[config.mk]
export PLATFORM = sky130hd
export DESIGN_NAME = ram_cmd_arb_flat
export DESIGN_NICKNAME = d
export VERILOG_FILES = /design/src/rtl/ram_cmd_arb_if.sv /design/src/rtl/ram_cmd_arb.sv /design/src/flat_wrapper.sv
export SDC_FILE = /design/constraint.sdc
export NUM_CORES = 1
export LEC_CHECK = 0
export CAP_MARGIN = 20
export CORE_AREA = 2 2 127 129
export CTS_CLUSTER_SIZE = 16
export DETAILED_ROUTE_END_ITERATION = 16
export DIE_AREA = 0 0 129 131
export PLACE_DENSITY = 0.56
export SYNTH_ARGS = -nofsm -noshare
export SYNTH_HDL_FRONTEND = slang
export SYNTH_SLANG_ARGS = --single-unit
export TNS_END_PERCENT = 30
[constraint.sdc]
create_clock -name clk -period 4.4 [get_ports clk]
set_input_delay 0.88 -clock clk [delete_from_list [all_inputs] [get_ports clk]]
set_output_delay 0.88 -clock clk [all_outputs]
set_load 0.005 [all_outputs]
[src/rtl/ram_cmd_arb_if.sv]
// Command/read-response bundle between a RAM client and the RAM command port.
// master drives commands and accepts responses; slave accepts commands and returns responses.
interface ram_cmd_if #(
   parameter int DATA_WIDTH = 32,
   parameter int ADDR_WIDTH = 16,
   parameter int STRB_WIDTH = DATA_WIDTH / 8,
   parameter int ID_WIDTH   = 8
) ();
   logic [ID_WIDTH-1:0]   cmd_id;
   logic [ADDR_WIDTH-1:0] cmd_addr;
   logic [DATA_WIDTH-1:0] cmd_wr_data;
   logic [STRB_WIDTH-1:0] cmd_wr_strb;
   logic                  cmd_wr_en;
   logic                  cmd_rd_en;
   logic                  cmd_last;
   logic                  cmd_ready;
   logic [ID_WIDTH-1:0]   rd_resp_id;
   logic [DATA_WIDTH-1:0] rd_resp_data;
   logic                  rd_resp_last;
   logic                  rd_resp_valid;
   logic                  rd_resp_ready;

   modport master (
      output cmd_id, cmd_addr, cmd_wr_data, cmd_wr_strb, cmd_wr_en, cmd_rd_en, cmd_last,
      output rd_resp_ready,
      input  cmd_ready, rd_resp_id, rd_resp_data, rd_resp_last, rd_resp_valid
   );

   modport slave (
      input  cmd_id, cmd_addr, cmd_wr_data, cmd_wr_strb, cmd_wr_en, cmd_rd_en, cmd_last,
      input  rd_resp_ready,
      output cmd_ready, rd_resp_id, rd_resp_data, rd_resp_last, rd_resp_valid
   );
endinterface

[src/rtl/ram_cmd_arb.sv]
// Two-port RAM command arbiter: round-robin beat grant with burst locking, and a
// read-tag FIFO that steers in-order read responses back to the issuing port.
module ram_cmd_arb #(
   parameter int DATA_WIDTH = 32,
   parameter int ADDR_WIDTH = 16,
   parameter int STRB_WIDTH = DATA_WIDTH / 8,
   parameter int ID_WIDTH   = 8,
   parameter int TAG_DEPTH  = 16
) (
   input logic     clk,
   input logic     rst,
   ram_cmd_if.slave  s0,
   ram_cmd_if.slave  s1,
   ram_cmd_if.master m
);
   localparam int PTR_W = $clog2(TAG_DEPTH);
   localparam int CNT_W = PTR_W + 1;

   logic             lock_q, lock_d;
   logic             owner_q, owner_d;
   logic             last_grant_q, last_grant_d;
   logic [PTR_W-1:0] wptr_q, wptr_d;
   logic [PTR_W-1:0] rptr_q, rptr_d;
   logic [CNT_W-1:0] count_q, count_d;
   logic             tag_mem_q [TAG_DEPTH];
   logic             tag_mem_d [TAG_DEPTH];

   logic [1:0]            elig;
   logic                  full, empty;
   logic                  gnt_vld, gnt, sel;
   logic                  accept, push, pop, head, resp_ready;
   logic [ID_WIDTH-1:0]   mux_id;
   logic [ADDR_WIDTH-1:0] mux_addr;
   logic [DATA_WIDTH-1:0] mux_data;
   logic [STRB_WIDTH-1:0] mux_strb;
   logic                  mux_wr_en, mux_rd_en, mux_last;

   // Reads stall while every tag slot is in use; writes never need a tag.
   always_comb begin
      full    = (count_q == CNT_W'(TAG_DEPTH));
      empty   = (count_q == '0);
      elig[0] = s0.cmd_wr_en | (s0.cmd_rd_en & ~full);
      elig[1] = s1.cmd_wr_en | (s1.cmd_rd_en & ~full);
   end

   always_comb begin
      gnt_vld = 1'b0;
      gnt     = 1'b0;
      if (lock_q) begin
         gnt     = owner_q;
         gnt_vld = elig[owner_q];
      end else if (elig[0] && elig[1]) begin
         gnt_vld = 1'b1;
         gnt     = ~last_grant_q;
      end else if (elig[0]) begin
         gnt_vld = 1'b1;
         gnt     = 1'b0;
      end else if (elig[1]) begin
         gnt_vld = 1'b1;
         gnt     = 1'b1;
      end
   end

   // With no grant the fields follow port 0 and both enables are forced low.
   always_comb begin
      sel       = gnt_vld & gnt;
      mux_id    = sel ? s1.cmd_id      : s0.cmd_id;
      mux_addr  = sel ? s1.cmd_addr    : s0.cmd_addr;
      mux_data  = sel ? s1.cmd_wr_data : s0.cmd_wr_data;
      mux_strb  = sel ? s1.cmd_wr_strb : s0.cmd_wr_strb;
      mux_last  = sel ? s1.cmd_last    : s0.cmd_last;
      mux_wr_en = gnt_vld & (sel ? s1.cmd_wr_en : s0.cmd_wr_en);
      mux_rd_en = gnt_vld & (sel ? s1.cmd_rd_en : s0.cmd_rd_en);
      accept    = m.cmd_ready & (mux_wr_en | mux_rd_en);
      push      = accept & mux_rd_en;
   end

   assign m.cmd_id      = mux_id;
   assign m.cmd_addr    = mux_addr;
   assign m.cmd_wr_data = mux_data;
   assign m.cmd_wr_strb = mux_strb;
   assign m.cmd_wr_en   = mux_wr_en;
   assign m.cmd_rd_en   = mux_rd_en;
   assign m.cmd_last    = mux_last;
   assign s0.cmd_ready  = m.cmd_ready & gnt_vld & ~gnt;
   assign s1.cmd_ready  = m.cmd_ready & gnt_vld & gnt;

   // Response steering: the FIFO head names the port that owns the next read beat.
   always_comb begin
      head       = tag_mem_q[rptr_q];
      resp_ready = ~empty & (head ? s1.rd_resp_ready : s0.rd_resp_ready);
      pop        = m.rd_resp_valid & resp_ready;
   end

   assign m.rd_resp_ready = resp_ready;
   assign s0.rd_resp_valid = m.rd_resp_valid & ~empty & ~head;
   assign s1.rd_resp_valid = m.rd_resp_valid & ~empty & head;
   assign s0.rd_resp_id    = m.rd_resp_id;
   assign s1.rd_resp_id    = m.rd_resp_id;
   assign s0.rd_resp_data  = m.rd_resp_data;
   assign s1.rd_resp_data  = m.rd_resp_data;
   assign s0.rd_resp_last  = m.rd_resp_last;
   assign s1.rd_resp_last  = m.rd_resp_last;

   always_comb begin
      lock_d       = lock_q;
      owner_d      = owner_q;
      last_grant_d = last_grant_q;
      tag_mem_d    = tag_mem_q;
      if (accept) begin
         last_grant_d = gnt;
         lock_d       = ~mux_last;
         if (!mux_last) begin
            owner_d = gnt;
         end
      end
      if (push) begin
         tag_mem_d[wptr_q] = gnt;
      end
      wptr_d  = wptr_q + PTR_W'(push);
      rptr_d  = rptr_q + PTR_W'(pop);
      count_d = count_q;
      if (push && !pop) begin
         count_d = count_q + CNT_W'(1);
      end else if (pop && !push) begin
         count_d = count_q - CNT_W'(1);
      end
   end

   // Port 1 is preset as the last grant so port 0 wins the first contention.
   always_ff @(posedge clk) begin
      tag_mem_q <= tag_mem_d;
      if (rst) begin
         lock_q       <= 1'b0;
         owner_q      <= 1'b0;
         last_grant_q <= 1'b1;
         wptr_q       <= '0;
         rptr_q       <= '0;
         count_q      <= '0;
      end else begin
         lock_q       <= lock_d;
         owner_q      <= owner_d;
         last_grant_q <= last_grant_d;
         wptr_q       <= wptr_d;
         rptr_q       <= rptr_d;
         count_q      <= count_d;
      end
   end
endmodule
[src/flat_wrapper.sv]
// flat-port wrapper written by rule: the top's interface ports become plain ports
module ram_cmd_arb_flat 
#(
   parameter int DATA_WIDTH = 32,
   parameter int ADDR_WIDTH = 16,
   parameter int STRB_WIDTH = DATA_WIDTH / 8,
   parameter int ID_WIDTH   = 8,
   parameter int TAG_DEPTH  = 16
)
  (clk, rst, s0_cmd_id, s0_cmd_addr, s0_cmd_wr_data, s0_cmd_wr_strb, s0_cmd_wr_en, s0_cmd_rd_en, s0_cmd_last, s0_rd_resp_ready, s0_cmd_ready, s0_rd_resp_id, s0_rd_resp_data, s0_rd_resp_last, s0_rd_resp_valid, s1_cmd_id, s1_cmd_addr, s1_cmd_wr_data, s1_cmd_wr_strb, s1_cmd_wr_en, s1_cmd_rd_en, s1_cmd_last, s1_rd_resp_ready, s1_cmd_ready, s1_rd_resp_id, s1_rd_resp_data, s1_rd_resp_last, s1_rd_resp_valid, m_cmd_id, m_cmd_addr, m_cmd_wr_data, m_cmd_wr_strb, m_cmd_wr_en, m_cmd_rd_en, m_cmd_last, m_rd_resp_ready, m_cmd_ready, m_rd_resp_id, m_rd_resp_data, m_rd_resp_last, m_rd_resp_valid);
  ram_cmd_if #(.DATA_WIDTH(DATA_WIDTH), .ADDR_WIDTH(ADDR_WIDTH), .STRB_WIDTH(STRB_WIDTH), .ID_WIDTH(ID_WIDTH)) s0_i ();
  ram_cmd_if #(.DATA_WIDTH(DATA_WIDTH), .ADDR_WIDTH(ADDR_WIDTH), .STRB_WIDTH(STRB_WIDTH), .ID_WIDTH(ID_WIDTH)) s1_i ();
  ram_cmd_if #(.DATA_WIDTH(DATA_WIDTH), .ADDR_WIDTH(ADDR_WIDTH), .STRB_WIDTH(STRB_WIDTH), .ID_WIDTH(ID_WIDTH)) m_i ();
  input logic clk;
  input logic rst;
  input wire logic [$bits(s0_i.cmd_id)-1:0] s0_cmd_id;
  input wire logic [$bits(s0_i.cmd_addr)-1:0] s0_cmd_addr;
  input wire logic [$bits(s0_i.cmd_wr_data)-1:0] s0_cmd_wr_data;
  input wire logic [$bits(s0_i.cmd_wr_strb)-1:0] s0_cmd_wr_strb;
  input wire logic [$bits(s0_i.cmd_wr_en)-1:0] s0_cmd_wr_en;
  input wire logic [$bits(s0_i.cmd_rd_en)-1:0] s0_cmd_rd_en;
  input wire logic [$bits(s0_i.cmd_last)-1:0] s0_cmd_last;
  input wire logic [$bits(s0_i.rd_resp_ready)-1:0] s0_rd_resp_ready;
  output wire logic [$bits(s0_i.cmd_ready)-1:0] s0_cmd_ready;
  output wire logic [$bits(s0_i.rd_resp_id)-1:0] s0_rd_resp_id;
  output wire logic [$bits(s0_i.rd_resp_data)-1:0] s0_rd_resp_data;
  output wire logic [$bits(s0_i.rd_resp_last)-1:0] s0_rd_resp_last;
  output wire logic [$bits(s0_i.rd_resp_valid)-1:0] s0_rd_resp_valid;
  input wire logic [$bits(s1_i.cmd_id)-1:0] s1_cmd_id;
  input wire logic [$bits(s1_i.cmd_addr)-1:0] s1_cmd_addr;
  input wire logic [$bits(s1_i.cmd_wr_data)-1:0] s1_cmd_wr_data;
  input wire logic [$bits(s1_i.cmd_wr_strb)-1:0] s1_cmd_wr_strb;
  input wire logic [$bits(s1_i.cmd_wr_en)-1:0] s1_cmd_wr_en;
  input wire logic [$bits(s1_i.cmd_rd_en)-1:0] s1_cmd_rd_en;
  input wire logic [$bits(s1_i.cmd_last)-1:0] s1_cmd_last;
  input wire logic [$bits(s1_i.rd_resp_ready)-1:0] s1_rd_resp_ready;
  output wire logic [$bits(s1_i.cmd_ready)-1:0] s1_cmd_ready;
  output wire logic [$bits(s1_i.rd_resp_id)-1:0] s1_rd_resp_id;
  output wire logic [$bits(s1_i.rd_resp_data)-1:0] s1_rd_resp_data;
  output wire logic [$bits(s1_i.rd_resp_last)-1:0] s1_rd_resp_last;
  output wire logic [$bits(s1_i.rd_resp_valid)-1:0] s1_rd_resp_valid;
  output wire logic [$bits(m_i.cmd_id)-1:0] m_cmd_id;
  output wire logic [$bits(m_i.cmd_addr)-1:0] m_cmd_addr;
  output wire logic [$bits(m_i.cmd_wr_data)-1:0] m_cmd_wr_data;
  output wire logic [$bits(m_i.cmd_wr_strb)-1:0] m_cmd_wr_strb;
  output wire logic [$bits(m_i.cmd_wr_en)-1:0] m_cmd_wr_en;
  output wire logic [$bits(m_i.cmd_rd_en)-1:0] m_cmd_rd_en;
  output wire logic [$bits(m_i.cmd_last)-1:0] m_cmd_last;
  output wire logic [$bits(m_i.rd_resp_ready)-1:0] m_rd_resp_ready;
  input wire logic [$bits(m_i.cmd_ready)-1:0] m_cmd_ready;
  input wire logic [$bits(m_i.rd_resp_id)-1:0] m_rd_resp_id;
  input wire logic [$bits(m_i.rd_resp_data)-1:0] m_rd_resp_data;
  input wire logic [$bits(m_i.rd_resp_last)-1:0] m_rd_resp_last;
  input wire logic [$bits(m_i.rd_resp_valid)-1:0] m_rd_resp_valid;
  assign s0_i.cmd_id = s0_cmd_id;
  assign s0_i.cmd_addr = s0_cmd_addr;
  assign s0_i.cmd_wr_data = s0_cmd_wr_data;
  assign s0_i.cmd_wr_strb = s0_cmd_wr_strb;
  assign s0_i.cmd_wr_en = s0_cmd_wr_en;
  assign s0_i.cmd_rd_en = s0_cmd_rd_en;
  assign s0_i.cmd_last = s0_cmd_last;
  assign s0_i.rd_resp_ready = s0_rd_resp_ready;
  assign s0_cmd_ready = s0_i.cmd_ready;
  assign s0_rd_resp_id = s0_i.rd_resp_id;
  assign s0_rd_resp_data = s0_i.rd_resp_data;
  assign s0_rd_resp_last = s0_i.rd_resp_last;
  assign s0_rd_resp_valid = s0_i.rd_resp_valid;
  assign s1_i.cmd_id = s1_cmd_id;
  assign s1_i.cmd_addr = s1_cmd_addr;
  assign s1_i.cmd_wr_data = s1_cmd_wr_data;
  assign s1_i.cmd_wr_strb = s1_cmd_wr_strb;
  assign s1_i.cmd_wr_en = s1_cmd_wr_en;
  assign s1_i.cmd_rd_en = s1_cmd_rd_en;
  assign s1_i.cmd_last = s1_cmd_last;
  assign s1_i.rd_resp_ready = s1_rd_resp_ready;
  assign s1_cmd_ready = s1_i.cmd_ready;
  assign s1_rd_resp_id = s1_i.rd_resp_id;
  assign s1_rd_resp_data = s1_i.rd_resp_data;
  assign s1_rd_resp_last = s1_i.rd_resp_last;
  assign s1_rd_resp_valid = s1_i.rd_resp_valid;
  assign m_cmd_id = m_i.cmd_id;
  assign m_cmd_addr = m_i.cmd_addr;
  assign m_cmd_wr_data = m_i.cmd_wr_data;
  assign m_cmd_wr_strb = m_i.cmd_wr_strb;
  assign m_cmd_wr_en = m_i.cmd_wr_en;
  assign m_cmd_rd_en = m_i.cmd_rd_en;
  assign m_cmd_last = m_i.cmd_last;
  assign m_rd_resp_ready = m_i.rd_resp_ready;
  assign m_i.cmd_ready = m_cmd_ready;
  assign m_i.rd_resp_id = m_rd_resp_id;
  assign m_i.rd_resp_data = m_rd_resp_data;
  assign m_i.rd_resp_last = m_rd_resp_last;
  assign m_i.rd_resp_valid = m_rd_resp_valid;
  ram_cmd_arb #(.DATA_WIDTH(DATA_WIDTH), .ADDR_WIDTH(ADDR_WIDTH), .STRB_WIDTH(STRB_WIDTH), .ID_WIDTH(ID_WIDTH), .TAG_DEPTH(TAG_DEPTH)) u_core (.clk(clk), .rst(rst), .s0(s0_i), .s1(s1_i), .m(m_i));
endmodule
==> results of run 1 <==
[layer usage]
layer	share of wire (%)	GRT usage (%)	up-vias
met5	0	0	-
met4	2.0	4.09	0
met3	7.3	2.40	40
met2	48	17.9	112
met1	43	14.3	1219
li1	-	-	1264
[critical path, cell delays in order]
cell and delay (ns):
clkdlybuf4s50_1 0.49, nor2b_1 0.28, a211oi_1 0.17, nor3_2 0.22, buf_12 0.33, mux2_1 0.41, clkdlybuf4s50_1 0.49
[sequential cells by signal, summed over array words and instances (netlist names)]
register	count
u_core.count_q	5
u_core.last_grant_q	1
u_core.lock_q	1
u_core.owner_q	1
u_core.rptr_q	4
u_core.tag_mem_q	16
u_core.wptr_q	4
[what timing repair did]
action,CTS,global route
endpoints found under the hold margin,0,0
setup endpoints to repair,0,2
setup buffers,0,0
gates resized for setup,0,1
[cell families after synthesis]
| group | count (synthesis) |
|---|---|
| buffers and inverters | 100 |
| muxes | 71 |
| and+or+nand+nor | 71 |
| DFF | 32 |
| AOI/OAI and AO/OA | 20 |
| adders and majority gates | 9 |
| xor gates and xnor gates | 8 |
[how the worst min path moves through the flow]
stage / slack, ns / end / from / cells after the start
global route: 0.54 / u_core.last_grant_q / u_core.last_grant_q / 2
floorplan: 0.44 / u_core.last_grant_q / u_core.last_grant_q / 2
detailed placement: 0.51 / u_core.last_grant_q / u_core.last_grant_q / 2
finish: 0.52 / u_core.count_q[4] / u_core.count_q[4] / 2
global placement: 0.47 / u_core.last_grant_q / u_core.last_grant_q / 2
CTS: 0.53 / u_core.count_q[4] / u_core.count_q[4] / 2
[power by group through the flow]
stage / combinational (mW) / clock [mW] / sequential [mW]
6_report: 1.05 / 0.385 / 0.417
5_1_grt: 1.15 / 0.406 / 0.425
4_1_cts: 1.07 / 0.391 / 0.417
3_5_place_dp: 1.06 / 0 / 0.424
3_3_place_gp: 1.05 / 0 / 0.422
2_1_floorplan: 0.603 / 0 / 0.405
[synthesized netlist by cell type (all sizes together)]
library cell  count  area [um^2]
o31ai             2         33.8
a221oi            1         8.76
inv               6         22.5
o21ai             3         15.0
xnor2             5         43.8
or3               2         12.5
mux2             61          687
nor4             15          121
nor3              6         30.0
buf              90          662
o31a              1         8.76
dfxtp            16          320
a21oi             6         33.8
nor2             19         71.3
mux2i             5         53.8
nand3            10         50.1
or2               2         12.5
nand4             1         6.26
xor2              3         26.3
clkbuf            4         15.0
nand2b            1         6.26
mux4              5          113
edfxtp           16          480
or4               1         7.51
ha                8          100
nor2b            11         68.8
fa                1         20.0
nand2             3         11.3
a211oi            4         30.0
a21o              3         22.5
[through the flow]
| step | instance area [um^2] | total power, mW | utilization, % | hold WS, ns |
|---|---|---|---|---|
| floorplan | 3090 | 1.01 | - | 0.442 |
| global placement | 4730 | 1.47 | 30.4 | 0.472 |
| detailed placement | 4730 | 1.48 | 30.4 | 0.512 |
| CTS | 4900 | 1.88 | 31.4 | 0.525 |
| global route | 4900 | 1.98 | 31.4 | 0.542 |
| finish | 4900 | 1.85 | 31.4 | 0.520 |
[area by class of cell]
| class | count | area share, % |
|---|---|---|
| clock buffer | 6 | 2.63 |
| clock inverter | 2 | 0.715 |
| inverter | 6 | 0.460 |
| multi-input combinational | 179 | 32.6 |
| sequential | 32 | 16.3 |
| tap | 216 | 5.52 |
| timing repair buffer | 204 | 41.7 |
==> impl_results.html, run 1 <==
<table>
<tr><th>Metric</th><th>Value</th></tr>
<tr><th colspan="2">Placement</th></tr>
<tr><td>Placement-stage worst setup slack</td><td>0.163 ns</td></tr>
<tr><td>PortBufs</td><td>199</td></tr>
<tr><td>Final GP Congestion</td><td>0.762</td></tr>
<tr><td>Hpwl dp</td><td>8840 um</td></tr>
<tr><td>Post-placement cell count</td><td>637</td></tr>
<tr><th colspan="2">Worst setup path</th></tr>
<tr><td>Reg2Reg Depth</td><td>12</td></tr>
<tr><td>R2r setup slk</td><td>0.60 ns</td></tr>
<tr><td>Worst path required time</td><td>3.52 ns</td></tr>
<tr><td>Nature of the critical path endpoint</td><td>primary output</td></tr>
<tr><td>Data arrival at the endpoint of the critical path</td><td>3.31 ns</td></tr>
<tr><td>Critical Path End</td><td>m_cmd_wr_data[6]</td></tr>
<tr><td>CP startpoint kind</td><td>primary input</td></tr>
<tr><td>Largest fanout of any net on the critical path</td><td>60</td></tr>
<tr><td>Worst R2R Start</td><td>u_core.rptr_q[0]</td></tr>
<tr><td>End of the worst register-to-register path</td><td>u_core.count_q[4]</td></tr>
<tr><td>Start point of the critical path</td><td>s0_cmd_wr_en</td></tr>
<tr><td>Crit Path Category</td><td>primary input to primary output</td></tr>
<tr><th colspan="2">Layout</th></tr>
<tr><td>Multi-input logic area</td><td>0.00160 mm^2</td></tr>
<tr><td>Most frequent cells in the layout</td><td>199 x clkdlybuf4s50_1, 60 x mux2_1, 19 x nor2_1</td></tr>
<tr><td>Most common cell after layout, fill and taps aside</td><td>clkdlybuf4s50_1</td></tr>
<tr><td>Post-route insts no fill</td><td>645</td></tr>
<tr><td>Area Overhead vs Synth</td><td>58.3%</td></tr>
<tr><td>Final nets</td><td>610</td></tr>
<tr><td>Count of filler cells inserted in the layout</td><td>1586</td></tr>
<tr><td>Share of post-route cells with drive strength above 1</td><td>6.29%</td></tr>
<tr><td>Sequential cell area</td><td>801 um^2</td></tr>
<tr><td>Antenna fix cells</td><td>0</td></tr>
<tr><th colspan="2">Detailed routing</th></tr>
<tr><td>Antenna-violating nets left</td><td>0</td></tr>
<tr><td>First-pass iteration count of the detailed router</td><td>4</td></tr>
<tr><td>WL/cell</td><td>16.4 um</td></tr>
<tr><td>Number of DRC markers in iteration 0</td><td>71</td></tr>
<tr><td>Total wire length</td><td>10500 um</td></tr>
<tr><td>Via density</td><td>4.09</td></tr>
<tr><td>DRC violation count after routing</td><td>0</td></tr>
<tr><td>Vias after detailed routing</td><td>2635</td></tr>
<tr><th colspan="2">Logic synthesis</th></tr>
<tr><td>Area share of and/or/nand/nor cells after synthesis</td><td>12.9%</td></tr>
<tr><td>Cell area after synthesis</td><td>0.00309 mm^2</td></tr>
<tr><td>Mapped Cells</td><td>311</td></tr>
<tr><td>Multiplexer share of the synthesized area</td><td>27.6%</td></tr>
<tr><td>Number of distinct standard cells referenced by the synthesized netlist</td><td>39</td></tr>
<tr><td>Main combinational cell family by area after synthesis</td><td>multiplexers</td></tr>
<tr><td>Share of synthesized area occupied by flip-flops and latches</td><td>25.9%</td></tr>
<tr><td>Fraction of the mapped netlist area in compound gates</td><td>4.93%</td></tr>
<tr><td>Synth warn</td><td>0</td></tr>
<tr><td>Total nets after synthesis</td><td>493</td></tr>
<tr><td>Adder and majority gate portion of the synthesized area</td><td>3.88%</td></tr>
<tr><td>Seq cells post-synth</td><td>32</td></tr>
<tr><td>Average cell area after synthesis</td><td>9.95 um^2</td></tr>
<tr><td>Share of the synthesized netlist area taken by xor and xnor gates</td><td>2.26%</td></tr>
<tr><th colspan="2">Global routing</th></tr>
<tr><td>Initial antenna violation count</td><td>0</td></tr>
<tr><td>Number of global-route vias before repair</td><td>2576</td></tr>
<tr><td>Gr usage total</td><td>11.0%</td></tr>
<tr><td>First-pass GRT wire length</td><td>14200 um</td></tr>
<tr><td>Total gr overflow</td><td>0</td></tr>
<tr><td>Maximum number of pins on one net before global-route repair</td><td>61</td></tr>
<tr><th colspan="2">Floorplanning</th></tr>
<tr><td>I/O pin total</td><td>323</td></tr>
<tr><td>Overall die height</td><td>131 um</td></tr>
<tr><td>Cell row count</td><td>46</td></tr>
<tr><td>Die Area</td><td>0.0169 mm^2</td></tr>
<tr><td>Placeable core region</td><td>0.0156 mm^2</td></tr>
<tr><td>Width of the die</td><td>129 um</td></tr>
<tr><td>Initial standard-cell utilization of the core</td><td>19.8%</td></tr>
<tr><th colspan="2">Timing</th></tr>
<tr><td>Relative slew slack</td><td>59.4%</td></tr>
<tr><td>Tcrit/Tclk final</td><td>95.3%</td></tr>
<tr><td>Clock tree skew after final layout</td><td>0.00410 ns</td></tr>
<tr><td>Count of final max-slew check failures</td><td>0</td></tr>
<tr><td>Setup repair after global routing missed its margin</td><td>false</td></tr>
<tr><td>Transition time of the tightest slew-check pin</td><td>0.607 ns</td></tr>
<tr><td>Setup-violating endpoint count in the final report</td><td>0</td></tr>
<tr><td>Aggregate negative setup slack</td><td>0 ns</td></tr>
<tr><td>Max Freq</td><td>0.238 GHz</td></tr>
<tr><td>Final Hold Fails</td><td>0</td></tr>
<tr><td>Clock period minus worst slack</td><td>4.19 ns</td></tr>
<tr><td>Post-layout worst setup margin</td><td>0.206 ns</td></tr>
<tr><th colspan="2">Clocking</th></tr>
<tr><td>Number of clock buffers inserted by TritonCTS</td><td>5</td></tr>
<tr><td>TritonCTS clock tree</td><td>built</td></tr>
<tr><td>TritonCTS Sinks</td><td>32</td></tr>
<tr><td>Hold Buf Count CTS</td><td>0</td></tr>
<tr><td>Buffer cell driving the clock tree root</td><td>clkbuf_16</td></tr>
<tr><td>Clock transition at path regs</td><td>0.05 ns</td></tr>
<tr><td>Level count of the clock H-tree</td><td>2</td></tr>
<tr><td>Clock buffer depth</td><td>2</td></tr>
<tr><td>Clock latency on the worst-skew pair</td><td>0.27 ns</td></tr>
<tr><th colspan="2">Power and ir drop</th></tr>
<tr><td>Fraction of power consumed by the clock network</td><td>20.7%</td></tr>
<tr><td>Switch share</td><td>32.2%</td></tr>
<tr><td>Relative contribution of combinational cells to total power</td><td>56.8%</td></tr>
<tr><td>Sequential group share of total power</td><td>22.5%</td></tr>
<tr><td>Leakage power of the design</td><td>1.76 nW</td></tr>
<tr><td>Power density over the cells</td><td>378 mW/mm^2</td></tr>
<tr><td>Largest vdd supply drop</td><td>0.000164 V</td></tr>
<tr><td>Net switching component of the power</td><td>0.596 mW</td></tr>
<tr><td>Internal power of the cells</td><td>1.26 mW</td></tr>
<tr><th colspan="2">Outcome</th></tr>
<tr><td>Run status</td><td>complete, no violations</td></tr>
<tr><th colspan="2">Run</th></tr>
<tr><td>Max-Cap Viols</td><td>0</td></tr>
<tr><th colspan="2">Worst hold path</th></tr>
<tr><td>Worst min-delay path class</td><td>flip-flop to flip-flop</td></tr>
</table>
Power figures use the tool's default switching activity.
==> inputs of run 2 (changes only) <==
--- a/config.mk
+++ b/config.mk
@@ -12,4 +12,5 @@
 export DIE_AREA = 0 0 129 131
 export PLACE_DENSITY = 0.56
+export SETUP_SLACK_MARGIN = 0.3
 export SYNTH_ARGS = -nofsm -noshare
 export SYNTH_HDL_FRONTEND = slang
==> constraint.sdc (replaced) <==
create_clock -name clk -period 4.4 [get_ports clk]
set_input_delay 0.66 -clock clk [delete_from_list [all_inputs] [get_ports clk]]
set_output_delay 0.66 -clock clk [all_outputs]
set_load 0.005 [all_outputs]
==> impl_results.html, run 2 (synthesis gave the netlist of run 1 again) <==
<table>
<tr><th>Metric</th><th>Value</th></tr>
<tr><th colspan="2">Outcome</th></tr>
<tr><td>Run status</td><td>complete, no violations</td></tr>
<tr><th colspan="2">Power and ir drop</th></tr>
<tr><td>Largest vdd supply drop</td><td>0.000128 V (-22%)</td></tr>
<tr><td>Leakage power of the design</td><td>1.75 nW (-0.69%)</td></tr>
<tr><td>Power density over the cells</td><td>368 mW/mm^2 (-2.6%)</td></tr>
<tr><th colspan="2">Global routing</th></tr>
<tr><td>Initial antenna violation count</td><td>0 (unchanged)</td></tr>
<tr><td>Total gr overflow</td><td>0 (unchanged)</td></tr>
<tr><td>First-pass GRT wire length</td><td>13900 um (-2.0%)</td></tr>
<tr><td>Gr usage total</td><td>10.7% (-0.31 points)</td></tr>
<tr><td>Maximum number of pins on one net before global-route repair</td><td>61 (unchanged)</td></tr>
<tr><td>Number of global-route vias before repair</td><td>2491 (-3.3%)</td></tr>
<tr><th colspan="2">Placement</th></tr>
<tr><td>Hpwl dp</td><td>8730 um (-1.3%)</td></tr>
<tr><td>PortBufs</td><td>199 (unchanged)</td></tr>
<tr><td>Final GP Congestion</td><td>0.723 (-5.2%)</td></tr>
<tr><td>Placement-stage worst setup slack</td><td>0.538 ns (+0.375 ns)</td></tr>
<tr><th colspan="2">Run</th></tr>
<tr><td>Max-Cap Viols</td><td>0 (unchanged)</td></tr>
<tr><th colspan="2">Timing</th></tr>
<tr><td>Relative slew slack</td><td>52.6% (-6.8 points)</td></tr>
<tr><td>Max Freq</td><td>0.265 GHz (+11%)</td></tr>
<tr><td>Transition time of the tightest slew-check pin</td><td>0.709 ns (+0.101 ns)</td></tr>
<tr><td>Count of final max-slew check failures</td><td>0 (unchanged)</td></tr>
<tr><td>Setup-violating endpoint count in the final report</td><td>0 (unchanged)</td></tr>
<tr><td>Aggregate negative setup slack</td><td>0 ns (unchanged)</td></tr>
<tr><td>Tcrit/Tclk final</td><td>85.7% (-9.6 points)</td></tr>
<tr><td>Setup repair after global routing missed its margin</td><td>false</td></tr>
<tr><td>Clock period minus worst slack</td><td>3.77 ns (-0.421 ns)</td></tr>
<tr><td>Final Hold Fails</td><td>0 (unchanged)</td></tr>
<tr><td>Clock tree skew after final layout</td><td>0.00309 ns (-0.00101 ns)</td></tr>
<tr><td>Post-layout worst setup margin</td><td>0.628 ns (+0.421 ns)</td></tr>
<tr><th colspan="2">Worst setup path</th></tr>
<tr><td>Reg2Reg Depth</td><td>12 (unchanged)</td></tr>
<tr><td>Critical Path End</td><td>m_cmd_wr_data[5]</td></tr>
<tr><td>Data arrival at the endpoint of the critical path</td><td>3.11 ns (-0.20 ns)</td></tr>
<tr><td>R2r setup slk</td><td>0.82 ns (+0.22 ns)</td></tr>
<tr><td>End of the worst register-to-register path</td><td>u_core.count_q[4]</td></tr>
<tr><td>Largest fanout of any net on the critical path</td><td>60 (unchanged)</td></tr>
<tr><td>Crit Path Category</td><td>primary input to primary output</td></tr>
<tr><td>Nature of the critical path endpoint</td><td>primary output</td></tr>
<tr><td>Worst path required time</td><td>3.74 ns (+0.22 ns)</td></tr>
<tr><td>Start point of the critical path</td><td>s0_cmd_rd_en</td></tr>
<tr><td>CP startpoint kind</td><td>primary input</td></tr>
<tr><td>Worst R2R Start</td><td>u_core.rptr_q[0]</td></tr>
<tr><th colspan="2">Floorplanning</th></tr>
<tr><td>Cell row count</td><td>46 (unchanged)</td></tr>
<tr><td>Width of the die</td><td>129 um (unchanged)</td></tr>
<tr><td>Overall die height</td><td>131 um (unchanged)</td></tr>
<tr><td>Placeable core region</td><td>0.0156 mm^2 (unchanged)</td></tr>
<tr><td>I/O pin total</td><td>323 (unchanged)</td></tr>
<tr><td>Die Area</td><td>0.0169 mm^2 (unchanged)</td></tr>
<tr><td>Initial standard-cell utilization of the core</td><td>19.8% (unchanged)</td></tr>
<tr><th colspan="2">Layout</th></tr>
<tr><td>Final nets</td><td>609 (-0.16%)</td></tr>
<tr><td>Register bank with the most flops</td><td>u_core.tag_mem_q</td></tr>
<tr><td>Share of post-route cells with drive strength above 1</td><td>6.31% (+0.015 points)</td></tr>
<tr><td>Leading registers by flop count</td><td>u_core.tag_mem_q x16, u_core.count_q x5</td></tr>
<tr><td>Antenna fix cells</td><td>0 (unchanged)</td></tr>
<tr><td>Most frequent cells in the layout</td><td>199 x clkdlybuf4s50_1, 60 x mux2_1, 19 x nor2_1</td></tr>
<tr><td>Most common cell after layout, fill and taps aside</td><td>clkdlybuf4s50_1</td></tr>
<tr><td>Flip-flop count of the largest register, all copies and words added</td><td>16 (unchanged)</td></tr>
<tr><td>Share of the core filled with cells in the final layout</td><td>31.2% (-0.18 points)</td></tr>
<tr><td>Area Overhead vs Synth</td><td>57.4%</td></tr>
<tr><th colspan="2">Detailed routing</th></tr>
<tr><td>WL/cell</td><td>16.0 um (-1.9%)</td></tr>
<tr><td>DRC violation count after routing</td><td>0 (unchanged)</td></tr>
<tr><td>Antenna-violating nets left</td><td>0 (unchanged)</td></tr>
<tr><td>First-pass iteration count of the detailed router</td><td>4 (unchanged)</td></tr>
<tr><td>Number of DRC markers in iteration 0</td><td>81 (+14%)</td></tr>
<tr><td>Via density</td><td>4.08 (-0.11%)</td></tr>
<tr><td>Total wire length</td><td>10300 um (-2.0%)</td></tr>
<tr><td>Vias after detailed routing</td><td>2628 (-0.27%)</td></tr>
<tr><th colspan="2">Clocking</th></tr>
<tr><td>Buffer cell driving the clock tree root</td><td>clkbuf_16</td></tr>
<tr><td>Clock latency on the worst-skew pair</td><td>0.27 ns (about the same)</td></tr>
<tr><td>Number of clock buffers inserted by TritonCTS</td><td>5 (unchanged)</td></tr>
<tr><td>Level count of the clock H-tree</td><td>2 (unchanged)</td></tr>
<tr><td>Buffers inserted during post-CTS setup optimization</td><td>0 (unchanged)</td></tr>
<tr><td>Clock transition at path regs</td><td>0.05 ns (about the same)</td></tr>
<tr><td>Hold Buf Count CTS</td><td>0 (unchanged)</td></tr>
<tr><td>Clock buffer depth</td><td>2 (unchanged)</td></tr>
<tr><td>Resized cells post-CTS</td><td>0 (unchanged)</td></tr>
<tr><td>TritonCTS clock tree</td><td>built</td></tr>
<tr><td>TritonCTS Sinks</td><td>32 (unchanged)</td></tr>
<tr><th colspan="2">Worst hold path</th></tr>
<tr><td>Worst min-delay path class</td><td>flip-flop to flip-flop</td></tr>
</table>
## run 2: worst min path at each step
stage / from / to / slack [ns] / cells past startpoint
6_report: u_core.owner_q / u_core.owner_q / 0.53 / 2
5_1_grt: u_core.owner_q / u_core.owner_q / 0.57 / 2
4_1_cts: u_core.last_grant_q / u_core.last_grant_q / 0.52 / 2
3_5_place_dp: u_core.last_grant_q / u_core.last_grant_q / 0.51 / 2
3_3_place_gp: u_core.last_grant_q / u_core.last_grant_q / 0.49 / 2
2_1_floorplan: u_core.last_grant_q / u_core.last_grant_q / 0.44 / 2
## run 2: through the flow
stage          instances  cell area, um^2  hold slack [ns]  total power [mW]
4_1_cts              644             4870            0.524              1.82
3_5_place_dp         636             4730            0.509              1.48
2_1_floorplan        311             3090            0.442              1.01
6_report             644             4870            0.531              1.79
3_3_place_gp         636             4730            0.490              1.47
5_1_grt              644             4870            0.571              1.92
## run 2: worst max-delay path, stage by stage
cell and delay, ns:
clkdlybuf4s50_1 0.50, o21ai_0 0.33, a211oi_1 0.14, nor3_2 0.22
buf_12 0.34, mux2_1 0.43, clkdlybuf4s50_1 0.47
## run 2: where the power goes
group          switching [mW]  internal, mW  total [mW]
Sequential             0.0580         0.360       0.418
Clock                   0.124         0.208       0.332
Combinational           0.416         0.630        1.05
Total                   0.597          1.20        1.79
## run 2: layout make-up
| class | count | area, um^2 |
|---|---|---|
| fill | 1585 | 10700 |
| timing repair buffer | 203 | 2030 |
| multi-input combinational | 179 | 1600 |
| sequential | 32 | 801 |
| tap | 216 | 270 |
| clock buffer | 5 | 125 |
| inverter | 6 | 22.5 |
| clock inverter | 3 | 18.8 |
## run 2: layer usage
metal  track usage, %  up-vias  part of all wire, %  routed length (um)
met5                0        -                    0                   0
met4             3.77        0                  1.7                 171
met3             2.32       36                  7.4                 769
met2             16.8       98                   48                4990
met1             14.5     1232                   43                4410
li1                 -     1262                    -                   -
